File: src/rtl/deemph_decim_if.sv
// Sample-in / audio-out bundle for deemph_decim, plus FIFO status.
// Pure wiring; no latency of its own.
// Backpressure is carried by ready_i toward the block; sample input has none.
interface deemph_decim_if #(
    parameter int WIDTH = 16,
    parameter int DEPTH = 4
);
    localparam int FW = $clog2(DEPTH) + 1;

    logic                    sample_valid_i;
    logic signed [WIDTH-1:0] data_i;
    logic                    ready_i;
    logic                    valid_o;
    logic signed [WIDTH-1:0] data_o;
    logic [FW-1:0]           fill_o;
    logic                    overflow_o;

    // Upstream/downstream side that drives samples and ready.
    modport master (
        output sample_valid_i, data_i, ready_i,
        input  valid_o, data_o, fill_o, overflow_o
    );

    // The de-emphasis/decimation block itself.
    modport slave (
        input  sample_valid_i, data_i, ready_i,
        output valid_o, data_o, fill_o, overflow_o
    );
endinterface

File: src/rtl/deemph_decim.sv
// One-pole de-emphasis (pole 1-2^-K) followed by decimate-by-DECIM into a FWFT FIFO.
// Latency: decimated sample visible on data_o one cycle after the DECIM-th strobe.
// Backpressure: ready_i drains the FIFO; a push into a full FIFO with no pop is dropped, overflow_o sticks.
module deemph_decim #(
    parameter int WIDTH = 16,
    parameter int K     = 3,
    parameter int DECIM = 4,
    parameter int DEPTH = 4
) (
    input  logic           clk,
    input  logic           rst,
    deemph_decim_if.slave  bus
);
    localparam int ACCW = WIDTH + K + 1;
    localparam int AW   = (DEPTH > 1) ? $clog2(DEPTH) : 1;
    localparam int FW   = $clog2(DEPTH) + 1;
    localparam int CW   = (DECIM > 1) ? $clog2(DECIM) : 1;

    logic signed [ACCW-1:0] acc_q, acc_d;
    logic signed [ACCW-1:0] data_ext;
    logic signed [ACCW-1:0] acc_step;
    logic signed [ACCW-1:0] y_full;
    logic [CW-1:0]          cnt_q, cnt_d;
    logic                   cnt_last;

    logic [WIDTH-1:0]       mem_q [DEPTH];
    logic [AW-1:0]          wr_ptr_q, wr_ptr_d;
    logic [AW-1:0]          rd_ptr_q, rd_ptr_d;
    logic [FW-1:0]          fill_q, fill_d;
    logic                   ovf_q, ovf_d;
    logic                   empty, full;
    logic                   push_req, push, pop;
    logic [WIDTH-1:0]       push_dat;

    // Leaky integrator: acc + x - acc/2^K, floor on the shift for both signs.
    always_comb begin
        data_ext = {{(K+1){bus.data_i[WIDTH-1]}}, bus.data_i};
        acc_step = acc_q + data_ext - (acc_q >>> K);
        y_full   = acc_step >>> K;
        push_dat = y_full[WIDTH-1:0];
        cnt_last = (cnt_q == CW'(DECIM - 1));
    end

    // Accumulator and decimation phase only move on a sample strobe.
    always_comb begin
        acc_d = acc_q;
        cnt_d = cnt_q;
        if (bus.sample_valid_i) begin
            acc_d = acc_step;
            cnt_d = cnt_last ? '0 : cnt_q + 1'b1;
        end
    end

    // FIFO control: a pop on the same edge frees a slot, so a push into a full FIFO still lands.
    always_comb begin
        empty    = (fill_q == '0);
        full     = (fill_q == FW'(DEPTH));
        push_req = bus.sample_valid_i && cnt_last;
        pop      = !empty && bus.ready_i;
        push     = push_req && (!full || pop);
        wr_ptr_d = push ? wr_ptr_q + 1'b1 : wr_ptr_q;
        rd_ptr_d = pop  ? rd_ptr_q + 1'b1 : rd_ptr_q;
        fill_d   = fill_q;
        case ({push, pop})
            2'b10:   fill_d = fill_q + 1'b1;
            2'b01:   fill_d = fill_q - 1'b1;
            default: fill_d = fill_q;
        endcase
        ovf_d = ovf_q | (push_req & ~push);
    end

    // Filter, decimator, pointers and sticky overflow all clear asynchronously.
    always_ff @(posedge clk or posedge rst) begin
        if (rst) begin
            acc_q    <= '0;
            cnt_q    <= '0;
            wr_ptr_q <= '0;
            rd_ptr_q <= '0;
            fill_q   <= '0;
            ovf_q    <= 1'b0;
        end else begin
            acc_q    <= acc_d;
            cnt_q    <= cnt_d;
            wr_ptr_q <= wr_ptr_d;
            rd_ptr_q <= rd_ptr_d;
            fill_q   <= fill_d;
            ovf_q    <= ovf_d;
        end
    end

    // Storage needs no reset; pointers and fill decide what is visible.
    always_ff @(posedge clk) begin
        if (push && !rst) begin
            mem_q[wr_ptr_q] <= push_dat;
        end
    end

    // Fall-through head, forced to zero when empty so reset yields data_o = 0.
    always_comb begin
        bus.valid_o    = !empty;
        bus.data_o     = empty ? '0 : mem_q[rd_ptr_q];
        bus.fill_o     = fill_q;
        bus.overflow_o = ovf_q;
    end
endmodule

File: src/flat_wrapper.sv
// flat-port wrapper written by rule: the top's interface ports become plain ports
module deemph_decim_flat 
#(
    parameter int WIDTH = 16,
    parameter int K     = 3,
    parameter int DECIM = 4,
    parameter int DEPTH = 4
)
  (clk, rst, bus_sample_valid_i, bus_data_i, bus_ready_i, bus_valid_o, bus_data_o, bus_fill_o, bus_overflow_o);
  deemph_decim_if #(.WIDTH(WIDTH), .DEPTH(DEPTH)) bus_i ();
  input  logic clk;
  input  logic rst;
  input wire logic [$bits(bus_i.sample_valid_i)-1:0] bus_sample_valid_i;
  input wire logic [$bits(bus_i.data_i)-1:0] bus_data_i;
  input wire logic [$bits(bus_i.ready_i)-1:0] bus_ready_i;
  output wire logic [$bits(bus_i.valid_o)-1:0] bus_valid_o;
  output wire logic [$bits(bus_i.data_o)-1:0] bus_data_o;
  output wire logic [$bits(bus_i.fill_o)-1:0] bus_fill_o;
  output wire logic [$bits(bus_i.overflow_o)-1:0] bus_overflow_o;
  assign bus_i.sample_valid_i = bus_sample_valid_i;
  assign bus_i.data_i = bus_data_i;
  assign bus_i.ready_i = bus_ready_i;
  assign bus_valid_o = bus_i.valid_o;
  assign bus_data_o = bus_i.data_o;
  assign bus_fill_o = bus_i.fill_o;
  assign bus_overflow_o = bus_i.overflow_o;
  deemph_decim #(.WIDTH(WIDTH), .K(K), .DECIM(DECIM), .DEPTH(DEPTH)) u_core (.clk(clk), .rst(rst), .bus(bus_i));
endmodule
File: config.mk
export PLATFORM = sky130hd
export DESIGN_NAME = deemph_decim_flat
export DESIGN_NICKNAME = d
export VERILOG_FILES = /design/src/rtl/deemph_decim_if.sv /design/src/rtl/deemph_decim.sv /design/src/flat_wrapper.sv
export SDC_FILE = /design/constraint.sdc
export NUM_CORES = 1
export LEC_CHECK = 0
export BUFFER_PORTS_ARGS = -buffer_cell sky130_fd_sc_hd__buf_2
export CORE_UTILIZATION = 35
export DETAILED_ROUTE_END_ITERATION = 16
export PLACE_DENSITY_LB_ADDON = 0.12
export REMOVE_ABC_BUFFERS = 1
export SLEW_MARGIN = 20
export SYNTH_ARGS = -nofsm -noshare
export SYNTH_HDL_FRONTEND = slang
export SYNTH_SLANG_ARGS = --single-unit
File: constraint.sdc
create_clock -name clk -period 4.05 [get_ports clk]
set_clock_uncertainty 0.05 [all_clocks]
set_input_delay 0.81 -clock clk [delete_from_list [all_inputs] [get_ports clk]]
set_output_delay 0.81 -clock clk [all_outputs]
set_load 0.02 [all_outputs]
==> qor.json, run 1 <==
{
  "logic_synthesis": {
    "synth_warnings": 0,
    "synth_compound_gate_area_share_pct": 10.8,
    "synth-edff-count": 64,
    "ys_top_cells_by_area": "sky130_fd_sc_hd__edfxtp_1, sky130_fd_sc_hd__dfrtp_1, sky130_fd_sc_hd__fa_1",
    "synthesized_area_fraction_occupied_by_adder_cells_pct": 13.1,
    "synth_seq_cells": 94,
    "synth-async-reset-ratio_pct": 31.9,
    "syn-instance-count": 470,
    "synth_largest_area_cell": "sky130_fd_sc_hd__edfxtp_1",
    "ys.flop_type": "sky130_fd_sc_hd__edfxtp_1",
    "synth_cell_types": 61,
    "synth_seq_area_share_pct": 48.3,
    "synth.mux.area_fraction_pct": 8.09,
    "synth_top_family_by_area": "adder cells",
    "synth.top_cell.area_share_pct": 34.7,
    "postSynthAreaPerCell_sq_um": 11.8,
    "synthXorXnorAreaFrac_pct": 3.64,
    "synthSimpleGateAreaFrac_pct": 9.20,
    "syn_area_sq_mm": 0.00553
  },
  "global_routing": {
    "grt_pass1_vias": 3638,
    "globalRouteOverflowTotal": 0,
    "grt_antenna_before_repair": 0,
    "global_route.peak_usage_layer": "met2",
    "grt_start_max_net_pins": 48,
    "use_met1_pct": 21.5,
    "groute.layer.met3.usage_pct": 2.63,
    "grtUsageMet2_pct": 24.6,
    "overall_fraction_of_global_route_tracks_in_use_pct": 15.5,
    "grt_pass1_wl_um": 19200
  },
  "placed_design": {
    "hpwl_um": 8310,
    "placedCellCount": 714,
    "number_of_buffers_inserted_by_port_buffering": 40,
    "globalplace.congestion": 0.834
  },
  "cells_and_area": {
    "final_cell_mix": "sky130_fd_sc_hd__inv_1, sky130_fd_sc_hd__edfxtp_1, sky130_fd_sc_hd__buf_2",
    "final_core_utilization_pct": 41.1,
    "ff_latch_area_sq_mm": 0.00267,
    "finalNonFillerCells": 730,
    "multi_input_combinational_cell_area_sq_mm": 0.00248,
    "fillers": 1518,
    "area_growth_pct": 13.9,
    "final_layout_size_suffix_gt1_share_pct": 19.1,
    "insertedDiodeCount": 0,
    "mostFrequentLayoutCell": "sky130_fd_sc_hd__inv_1",
    "nets": 580
  },
  "setup_path": {
    "timing.critical_path.fanout_max": 7,
    "timing.critical_path.from_type": "input port",
    "r2r_cells": 10,
    "worst_ep_required_time_ns": 4.10,
    "arrival_ns": 3.55,
    "rr_startpoint": "u_core.acc_q[4]$_DFFE_PP0P_",
    "worst_setup_path_end_kind": "flip-flop",
    "capture_point_of_the_critical_path": "u_core.mem_q[1][12]$_DFFE_PP_",
    "setup.reg_to_reg.worst_slack_ns": 0.71,
    "crit_start": "bus_data_i[8]",
    "timing_worst_setup_path_type": "in -> reg",
    "r2r_end": "u_core.mem_q[2][9]$_DFFE_PP_"
  },
  "cts": {
    "cts_made_buffers": 9,
    "cts_hold_buffers": 0,
    "tritoncts": "built",
    "cts_max_level": 3,
    "clkSinkCount": 94,
    "postCtsSetupRepairBufs": 0,
    "clockBufferDepth": 2,
    "cts_root_buf": "sky130_fd_sc_hd__clkbuf_16",
    "clock_insertion_delay_worst_skew_ns": 0.35,
    "cts_resized": 0,
    "clk_transition_reported_paths_ns": 0.07
  },
  "routing": {
    "vias_per_cell": 4.90,
    "drt.antenna.violating_nets": 0,
    "route.final.wire_length_um": 11400,
    "detail_route.first_pass.iterations": 4,
    "drc": 0,
    "routedWlPerCell_um": 15.7,
    "via_count": 3574,
    "detailedRoute.firstIterationViolations": 282
  },
  "status": {
    "status": "completed"
  },
  "job": {
    "max_cap_violations": 0
  },
  "floorplan": {
    "design.die.area_sq_mm": 0.0163,
    "core_area_sq_mm": 0.0153,
    "floorplan_die_width_um": 128,
    "io_pins": 41,
    "die-height_um": 128,
    "floorplan.rows": 45,
    "initial_standard_cell_utilization_of_the_core_pct": 36.1
  },
  "sta": {
    "tightest_slew_ns": 0.866,
    "grt_setup_unrepaired": "no",
    "setup_viol": 0,
    "timing_max_transition_violations_final": 0,
    "fmax_ghz": 0.286,
    "fin_crit_ns": 3.50,
    "maxSlewHeadroom_pct": 42.3,
    "hold_violations": 0,
    "setup-tns-final_ns": 0,
    "timing.final.crit_share_pct": 86.4
  },
  "hold_path": {
    "hold_path.class": "in -> async"
  }
}
-- worst min-delay path by stage --
stage | from | end | cells after the start
floorplan | u_core.cnt_q[1]$_DFFE_PP0P_ | u_core.cnt_q[1]$_DFFE_PP0P_ | 1
global placement | u_core.bus.overflow_o$_DFF_PP0_ | u_core.bus.overflow_o$_DFF_PP0_ | 1
detailed placement | u_core.bus.overflow_o$_DFF_PP0_ | u_core.bus.overflow_o$_DFF_PP0_ | 1
CTS | rst | u_core.bus.fill_o[0]$_DFFE_PP0P_ | 2
global route | rst | u_core.bus.fill_o[0]$_DFFE_PP0P_ | 2
finish | rst | u_core.rd_ptr_q[0]$_DFFE_PP0P_ | 2
-- cell type report --
type	instances	share of cell area [%]
tap	211	4.19
clock buffer	9	3.57
multi-input combinational	276	39.4
inverter	84	5.00
sequential	94	42.4
clock inverter	7	1.17
timing repair buffer	49	4.25
-- cell usage after synthesis, drive strengths merged, types with 10 or more instances --
master	instances
inv	84
nand2	30
dfrtp	30
a21oi	21
mux4	16
xnor2	18
clkbuf	13
ha	26
fa	20
edfxtp	64
nor2	10
o21ai	22
and2	22
-- logic make-up (layout without fill, tap and decap cells) --
logic type	Yosys count	count (layout)
xor gates and xnor gates	23	23
muxes	24	24
buffers and inverters	100	149
adders and majority gates	46	46
and+or+nand+nor	95	95
DFF	94	94
AOI/OAI and AO/OA	88	88
-- stage by stage --
step / cell area (sq um) / worst slack (ns) / hold slack [ns]
final: 6300 / 0.550 / 0.328
after global routing: 6300 / 0.323 / 0.350
after CTS: 6300 / 0.561 / 0.319
after detailed placement: 6000 / 0.205 / 0.403
after global placement: 6000 / 0.230 / 0.397
after floorplan: 5470 / 0.651 / 0.435
-- critical path: stages --
cell                       delay, ns
sky130_fd_sc_hd__buf_2          0.07
sky130_fd_sc_hd__inv_1          0.06
sky130_fd_sc_hd__fa_1           0.54
sky130_fd_sc_hd__inv_1          0.04
sky130_fd_sc_hd__ha_1           0.39
sky130_fd_sc_hd__nand4_1        0.15
sky130_fd_sc_hd__a211oi_1       0.35
sky130_fd_sc_hd__nor3_1         0.15
sky130_fd_sc_hd__o31ai_1        0.44
sky130_fd_sc_hd__a21oi_1        0.15
sky130_fd_sc_hd__xnor2_1        0.39
-- layer usage --
metal	up-vias	wire [um]
li1	1733	-
met3	9	400
met4	0	156
met1	1759	5500
met2	73	5390
met5	-	0
-- flip-flops by register name (all words and copies together) (netlist names) --
name,count
u_core.cnt_q,2
u_core.wr_ptr_q,2
u_core.acc_q,20
u_core.rd_ptr_q,2
u_core.bus.overflow_o,1
u_core.mem_q,64
u_core.bus.fill_o,3
Power of run 1 is not shown: default switching activity piles up to over one toggle a cycle in this logic, so the estimate is an artifact.
==> inputs of run 2 (changes only) <==
==> constraint.sdc (replaced) <==
create_clock -name clk -period 4.05 [get_ports clk]
set_clock_uncertainty 0.05 [all_clocks]
set_input_delay 0.6075 -clock clk [delete_from_list [all_inputs] [get_ports clk]]
set_output_delay 0.6075 -clock clk [all_outputs]
set_load 0.02 [all_outputs]
==> run 2 against run 1 <==
Compared with the run above: register-to-register slack gained 0.02 ns; first-iteration DRC count grew 14%; fmax increased by 5.3%; critical endpoint is now u_core.mem_q[1][14]$_DFFE_PP_; cell area shrank 0.89%; worst hold slack lost 0.015 ns; critical path depth fell by 1; global-route usage shrank 0.087 points.
==> qor.json, run 2 (same netlist as run 1, synthesis figures left out) <==
{
  "setup_path": {
    "cp_common_cell": "sky130_fd_sc_hd__inv_1",
    "r2r_end": "u_core.mem_q[1][14]$_DFFE_PP_",
    "setup.reg_to_reg.worst_slack_ns": 0.73,
    "timing_worst_setup_path_type": "reg -> reg",
    "worst_setup_path_end_kind": "flip-flop",
    "timing.critical_path.from_type": "flip-flop",
    "timing.critical_path.fanout_max": 6,
    "crit_path_top_delay_cell": "sky130_fd_sc_hd__o31ai_1",
    "critical_path.cell_chain": "inv_1 -> fa_1 -> inv_1 -> ha_1 -> a21o_2 -> nor2b_1 -> o31ai_1 -> o31a_1 -> a21boi_1 -> xnor2_1",
    "cpPeakStageDelay_ns": 0.55,
    "rr_startpoint": "u_core.acc_q[4]$_DFFE_PP0P_",
    "r2r_cells": 10,
    "arrival_ns": 3.41,
    "worst_ep_required_time_ns": 4.14
  },
  "global_routing": {
    "groute.layer.met3.usage_pct": 2.59,
    "globalRouteOverflowTotal": 0,
    "grt_antenna_before_repair": 0,
    "overall_fraction_of_global_route_tracks_in_use_pct": 15.4,
    "grtUsageMet2_pct": 24.1,
    "grt_start_max_net_pins": 48,
    "grt_pass1_wl_um": 19000,
    "grt_pass1_vias": 3553,
    "use_met1_pct": 21.3,
    "global_route.peak_usage_layer": "met2"
  },
  "cells_and_area": {
    "final_core_utilization_pct": 40.8,
    "final_layout_size_suffix_gt1_share_pct": 18.1,
    "insertedDiodeCount": 0,
    "mostFrequentLayoutCell": "sky130_fd_sc_hd__inv_1",
    "area_growth_pct": 12.8,
    "top_register": "u_core.mem_q",
    "final_cell_mix": "sky130_fd_sc_hd__inv_1, sky130_fd_sc_hd__edfxtp_1, sky130_fd_sc_hd__buf_2",
    "fillers": 1509,
    "max_reg_flops": 64,
    "nets": 574
  },
  "sta": {
    "grt_setup_unrepaired": "no",
    "maxSlewHeadroom_pct": 40.4,
    "setup-tns-final_ns": 0,
    "fmax_ghz": 0.301,
    "timing.final.crit_share_pct": 82.1,
    "setup_viol": 0,
    "hold_violations": 0,
    "timing_max_transition_violations_final": 0,
    "worst_hold_slack_ns": 0.313,
    "worst_slack_ns": 0.727,
    "tightest_slew_ns": 0.895,
    "fin_crit_ns": 3.32
  },
  "placed_design": {
    "number_of_buffers_inserted_by_port_buffering": 40,
    "dp_slack_ns": 0.450,
    "globalplace.congestion": 0.860,
    "hpwl_um": 8290
  },
  "routing": {
    "vias_per_cell": 4.90,
    "detail_route.first_pass.iterations": 5,
    "drt.antenna.violating_nets": 0,
    "detailedRoute.firstIterationViolations": 322,
    "routedWlPerCell_um": 15.9,
    "drc": 0,
    "route.final.wire_length_um": 11500,
    "via_count": 3549
  },
  "floorplan": {
    "design.die.area_sq_mm": 0.0163,
    "io_pins": 41,
    "initial_standard_cell_utilization_of_the_core_pct": 36.1,
    "floorplan_die_width_um": 128,
    "core_area_sq_mm": 0.0153,
    "die-height_um": 128,
    "floorplan.rows": 45
  },
  "cts": {
    "clk_transition_reported_paths_ns": 0.07,
    "postCtsSetupRepairBufs": 0,
    "cts_resized": 0,
    "cts_max_level": 3,
    "cts_hold_buffers": 0,
    "cts_made_buffers": 9,
    "clkSinkCount": 94,
    "clock_insertion_delay_worst_skew_ns": 0.35,
    "tritoncts": "built",
    "clockBufferDepth": 2,
    "cts_root_buf": "sky130_fd_sc_hd__clkbuf_16"
  },
  "hold_path": {
    "hold_path.class": "in -> async"
  },
  "status": {
    "status": "completed"
  },
  "job": {
    "max_cap_violations": 0
  }
}
run 2: worst max path at each step:
stage,startpoint,endpoint,cells after the start
final,u_core.acc_q[4]$_DFFE_PP0P_,u_core.mem_q[1][14]$_DFFE_PP_,10
after global routing,u_core.acc_q[8]$_DFFE_PP0P_,u_core.mem_q[3][12]$_DFFE_PP_,10
after CTS,u_core.acc_q[4]$_DFFE_PP0P_,u_core.mem_q[1][14]$_DFFE_PP_,10
after detailed placement,bus_data_i[1],u_core.mem_q[0][9]$_DFFE_PP_,11
after global placement,bus_data_i[1],u_core.mem_q[0][9]$_DFFE_PP_,11
after floorplan,bus_data_i[1],u_core.mem_q[0][9]$_DFFE_PP_,10
run 2: critical path, delay by kind of cell, from the launching register on:
kind / cells / cell delay [ns]
flops: 1 / 0.39
simple gates: 1 / 0.17
buf+inv: 2 / 0.13
compound gates: 4 / 1.30
fa+ha+maj: 2 / 0.86
xor+xnor: 1 / 0.21
run 2: layout make-up:
| cell class | instances | area (sq um) | share of cell area, % |
|---|---|---|---|
| multi-input cells | 276 | 2480 | 39.8 |
| clock inverters | 7 | 62.6 | 1.00 |
| repair buffers | 43 | 223 | 3.57 |
| well taps | 211 | 264 | 4.23 |
| clock buffers | 9 | 225 | 3.61 |
| inverters | 84 | 315 | 5.05 |
| flip-flops and latches | 94 | 2670 | 42.8 |
run 2: through the flow:
step	cells	instance area, sq um
finish	724	6240
global route	724	6240
CTS	724	6240
detailed placement	708	5960
global placement	708	5960
floorplan	454	5470
run 2: metal layers:
metal	vias to the layer above	part of all wire, %
met2	78	46
li1	1724	-
met1	1732	49
met3	15	3.3
met5	-	0
met4	0	1.6
Power of run 2 is left out for the same reason.
==> inputs of run 3 (changes only) <==
--- a/config.mk
+++ b/config.mk
@@ -5,6 +5,7 @@
 export SDC_FILE = /design/constraint.sdc
 export NUM_CORES = 1
 export LEC_CHECK = 0
+export ABC_AREA = 1
 export BUFFER_PORTS_ARGS = -buffer_cell sky130_fd_sc_hd__buf_2
 export CORE_UTILIZATION = 35
 export DETAILED_ROUTE_END_ITERATION = 16
==> constraint.sdc (replaced) <==
create_clock -name clk -period 3.2 [get_ports clk]
set_clock_uncertainty 0.05 [all_clocks]
set_input_delay 0.48 -clock clk [delete_from_list [all_inputs] [get_ports clk]]
set_output_delay 0.48 -clock clk [all_outputs]
set_load 0.02 [all_outputs]
==> run 3 against run 2 <==
Compared with the run above: via count up 17%; fmax up 20%; synthesized cell count up 39%; cell area up 1.8%; register-to-register slack worse by 0.29 ns; worst hold slack worse by 0.052 ns; routed wire length up 14%; clock-buffer cell count up 2; worst setup slack worse by 0.29 ns.
==> qor.json, run 3 <==
{
  "cts": {
    "cts_resized": 0,
    "tritoncts": "built",
    "postCtsSetupRepairBufs": 0,
    "cts_root_buf": "sky130_fd_sc_hd__clkbuf_16",
    "clkSinkCount": 94,
    "cts_hold_buffers": 0,
    "cts_made_buffers": 9,
    "clockBufferDepth": 2,
    "cts_max_level": 3,
    "clk_transition_reported_paths_ns": 0.07,
    "clock_insertion_delay_worst_skew_ns": 0.35
  },
  "logic_synthesis": {
    "synth.top_cell.area_share_pct": 34.2,
    "synthXorXnorAreaFrac_pct": 1.87,
    "syn-instance-count": 653,
    "synth_top_family_by_area": "simple AND/OR/NAND/NOR gates",
    "synth-edff-count": 64,
    "synth_seq_area_share_pct": 47.5,
    "ys_top_cells_by_area": "sky130_fd_sc_hd__edfxtp_1, sky130_fd_sc_hd__dfrtp_1, sky130_fd_sc_hd__inv_1",
    "ys.flop_type": "sky130_fd_sc_hd__edfxtp_1",
    "syn_area_sq_mm": 0.00562,
    "synth-async-reset-ratio_pct": 31.9,
    "synthSimpleGateAreaFrac_pct": 20.3,
    "synth_warnings": 0,
    "synth_cell_types": 30,
    "synthesized_area_fraction_occupied_by_adder_cells_pct": 12.9,
    "synth_compound_gate_area_share_pct": 7.85,
    "ys_top_cells_by_count": "sky130_fd_sc_hd__inv_1, sky130_fd_sc_hd__nand2_1, sky130_fd_sc_hd__nor2_1",
    "synth_seq_cells": 94,
    "synth.mux.area_fraction_pct": 0,
    "synth_most_common_cell": "sky130_fd_sc_hd__inv_1",
    "synth_largest_area_cell": "sky130_fd_sc_hd__edfxtp_1",
    "postSynthAreaPerCell_sq_um": 8.61
  },
  "cells_and_area": {
    "max_reg_flops": 64,
    "mostFrequentLayoutCell": "sky130_fd_sc_hd__inv_1",
    "nets": 764,
    "final_cell_mix": "sky130_fd_sc_hd__inv_1, sky130_fd_sc_hd__nand2_1, sky130_fd_sc_hd__nor2_1",
    "insertedDiodeCount": 0,
    "top_register": "u_core.mem_q",
    "final_layout_size_suffix_gt1_share_pct": 10.4,
    "area_growth_pct": 13.1
  },
  "sta": {
    "tightest_slew_ns": 0.648,
    "timing_max_transition_violations_final": 0,
    "hold_violations": 0,
    "grt_setup_unrepaired": "no",
    "setup_viol": 0,
    "setup-tns-final_ns": 0,
    "maxSlewHeadroom_pct": 56.8,
    "timing.final.crit_share_pct": 86.4,
    "fin_crit_ns": 2.76,
    "fmax_ghz": 0.362,
    "worst_hold_slack_ns": 0.261
  },
  "placed_design": {
    "globalplace.congestion": 0.840,
    "hpwl_um": 9340,
    "number_of_buffers_inserted_by_port_buffering": 40
  },
  "floorplan": {
    "floorplan.rows": 45,
    "initial_standard_cell_utilization_of_the_core_pct": 36.5,
    "design.die.area_sq_mm": 0.0166,
    "floorplan_die_width_um": 129,
    "core_area_sq_mm": 0.0154,
    "die-height_um": 129,
    "io_pins": 41
  },
  "hold_path": {
    "hold_path.class": "in -> async"
  },
  "setup_path": {
    "worst_setup_path_end_kind": "flip-flop",
    "worst_ep_required_time_ns": 3.24,
    "timing.critical_path.from_type": "flip-flop",
    "arrival_ns": 2.81,
    "timing_worst_setup_path_type": "reg -> reg",
    "timing.critical_path.fanout_max": 4
  },
  "global_routing": {
    "grt_pass1_vias": 4021,
    "overall_fraction_of_global_route_tracks_in_use_pct": 17.2,
    "grt_pass1_wl_um": 21300,
    "grt_antenna_before_repair": 0,
    "globalRouteOverflowTotal": 0,
    "grt_start_max_net_pins": 37
  },
  "routing": {
    "detail_route.first_pass.iterations": 4,
    "vias_per_cell": 4.54,
    "drt.antenna.violating_nets": 0,
    "detailedRoute.firstIterationViolations": 240,
    "drc": 0,
    "route.final.wire_length_um": 13100,
    "routedWlPerCell_um": 14.3,
    "via_count": 4152
  },
  "status": {
    "status": "completed"
  },
  "job": {
    "max_cap_violations": 0
  }
}
-- run 3: changes by cell type in the layout (fill, tap and decap cells not counted), sizes merged, moves of 11 or more --
cell	before	now
nand3	5	31
xnor2	18	1
nor2	10	97
nand2	30	126
and2	22	11
o21ai	22	50
mux4	16	0
inv	88	127
a21oi	21	34
-- run 3: per-stage QoR --
stage / std cells / area, sq um / utilization [%] / setup WS (ns)
finish: 914 / 6360 / 41.2 / 0.436
global route: 914 / 6360 / 41.2 / 0.297
CTS: 914 / 6360 / 41.2 / 0.406
detailed placement: 898 / 6090 / 39.5 / 0.249
global placement: 898 / 6090 / 39.5 / 0.264
floorplan: 638 / 5560 / - / 0.632
-- run 3: cell families after synthesis --
group | Yosys count
AO/OA/AOI/OAI | 87
adder cells (fa/ha/maj) | 46
flip-flops | 94
XOR/XNOR | 12
AND/OR/NAND/NOR | 273
buffers and inverters | 141
-- run 3: metal layers --
layer | wire [um] | vias up | track usage, %
met3 | 318 | 15 | 3.08
met1 | 6710 | 1948 | 23.7
met5 | 0 | - | 0
met4 | 218 | 0 | 5.88
met2 | 5870 | 51 | 27.3
li1 | - | 2138 | -
-- run 3: final timing paths --
path | from | to | slack, ns | cells past startpoint
min reg2reg | u_core.bus.overflow_o$_DFF_PP0_ | u_core.bus.overflow_o$_DFF_PP0_ | 0.43 | 1
max | u_core.acc_q[8]$_DFFE_PP0P_ | u_core.mem_q[2][6]$_DFFE_PP_ | 0.44 | 10
max reg2reg | u_core.acc_q[8]$_DFFE_PP0P_ | u_core.mem_q[2][6]$_DFFE_PP_ | 0.44 | 10
min | rst | u_core.acc_q[17]$_DFFE_PP0P_ | 0.26 | 3
max in group asynchronous | rst | u_core.acc_q[8]$_DFFE_PP0P_ | 2.52 | 3
min in group clk | u_core.bus.overflow_o$_DFF_PP0_ | u_core.bus.overflow_o$_DFF_PP0_ | 0.43 | 1
-- run 3: area by class of cell --
class                   count  area (sq um)
flip-flops and latches     94          2670
clock inverters             5          33.8
well taps                 211           264
clock buffers              11           233
multi-input cells         418          2420
fillers                  1610          9070
inverters                 126           473
repair buffers             49           268
-- run 3: critical path, stage by stage (launching register included) --
cell                      delay, ns
sky130_fd_sc_hd__dfrtp_1       0.41
sky130_fd_sc_hd__inv_1         0.09
sky130_fd_sc_hd__fa_1          0.50
sky130_fd_sc_hd__inv_1         0.04
sky130_fd_sc_hd__ha_1          0.34
sky130_fd_sc_hd__nand2_1       0.11
sky130_fd_sc_hd__inv_1         0.06
sky130_fd_sc_hd__a21oi_1       0.22
sky130_fd_sc_hd__nand3_1       0.18
sky130_fd_sc_hd__or2_2         0.32
sky130_fd_sc_hd__and2_1        0.18
Power of run 3 is left out for the same reason.
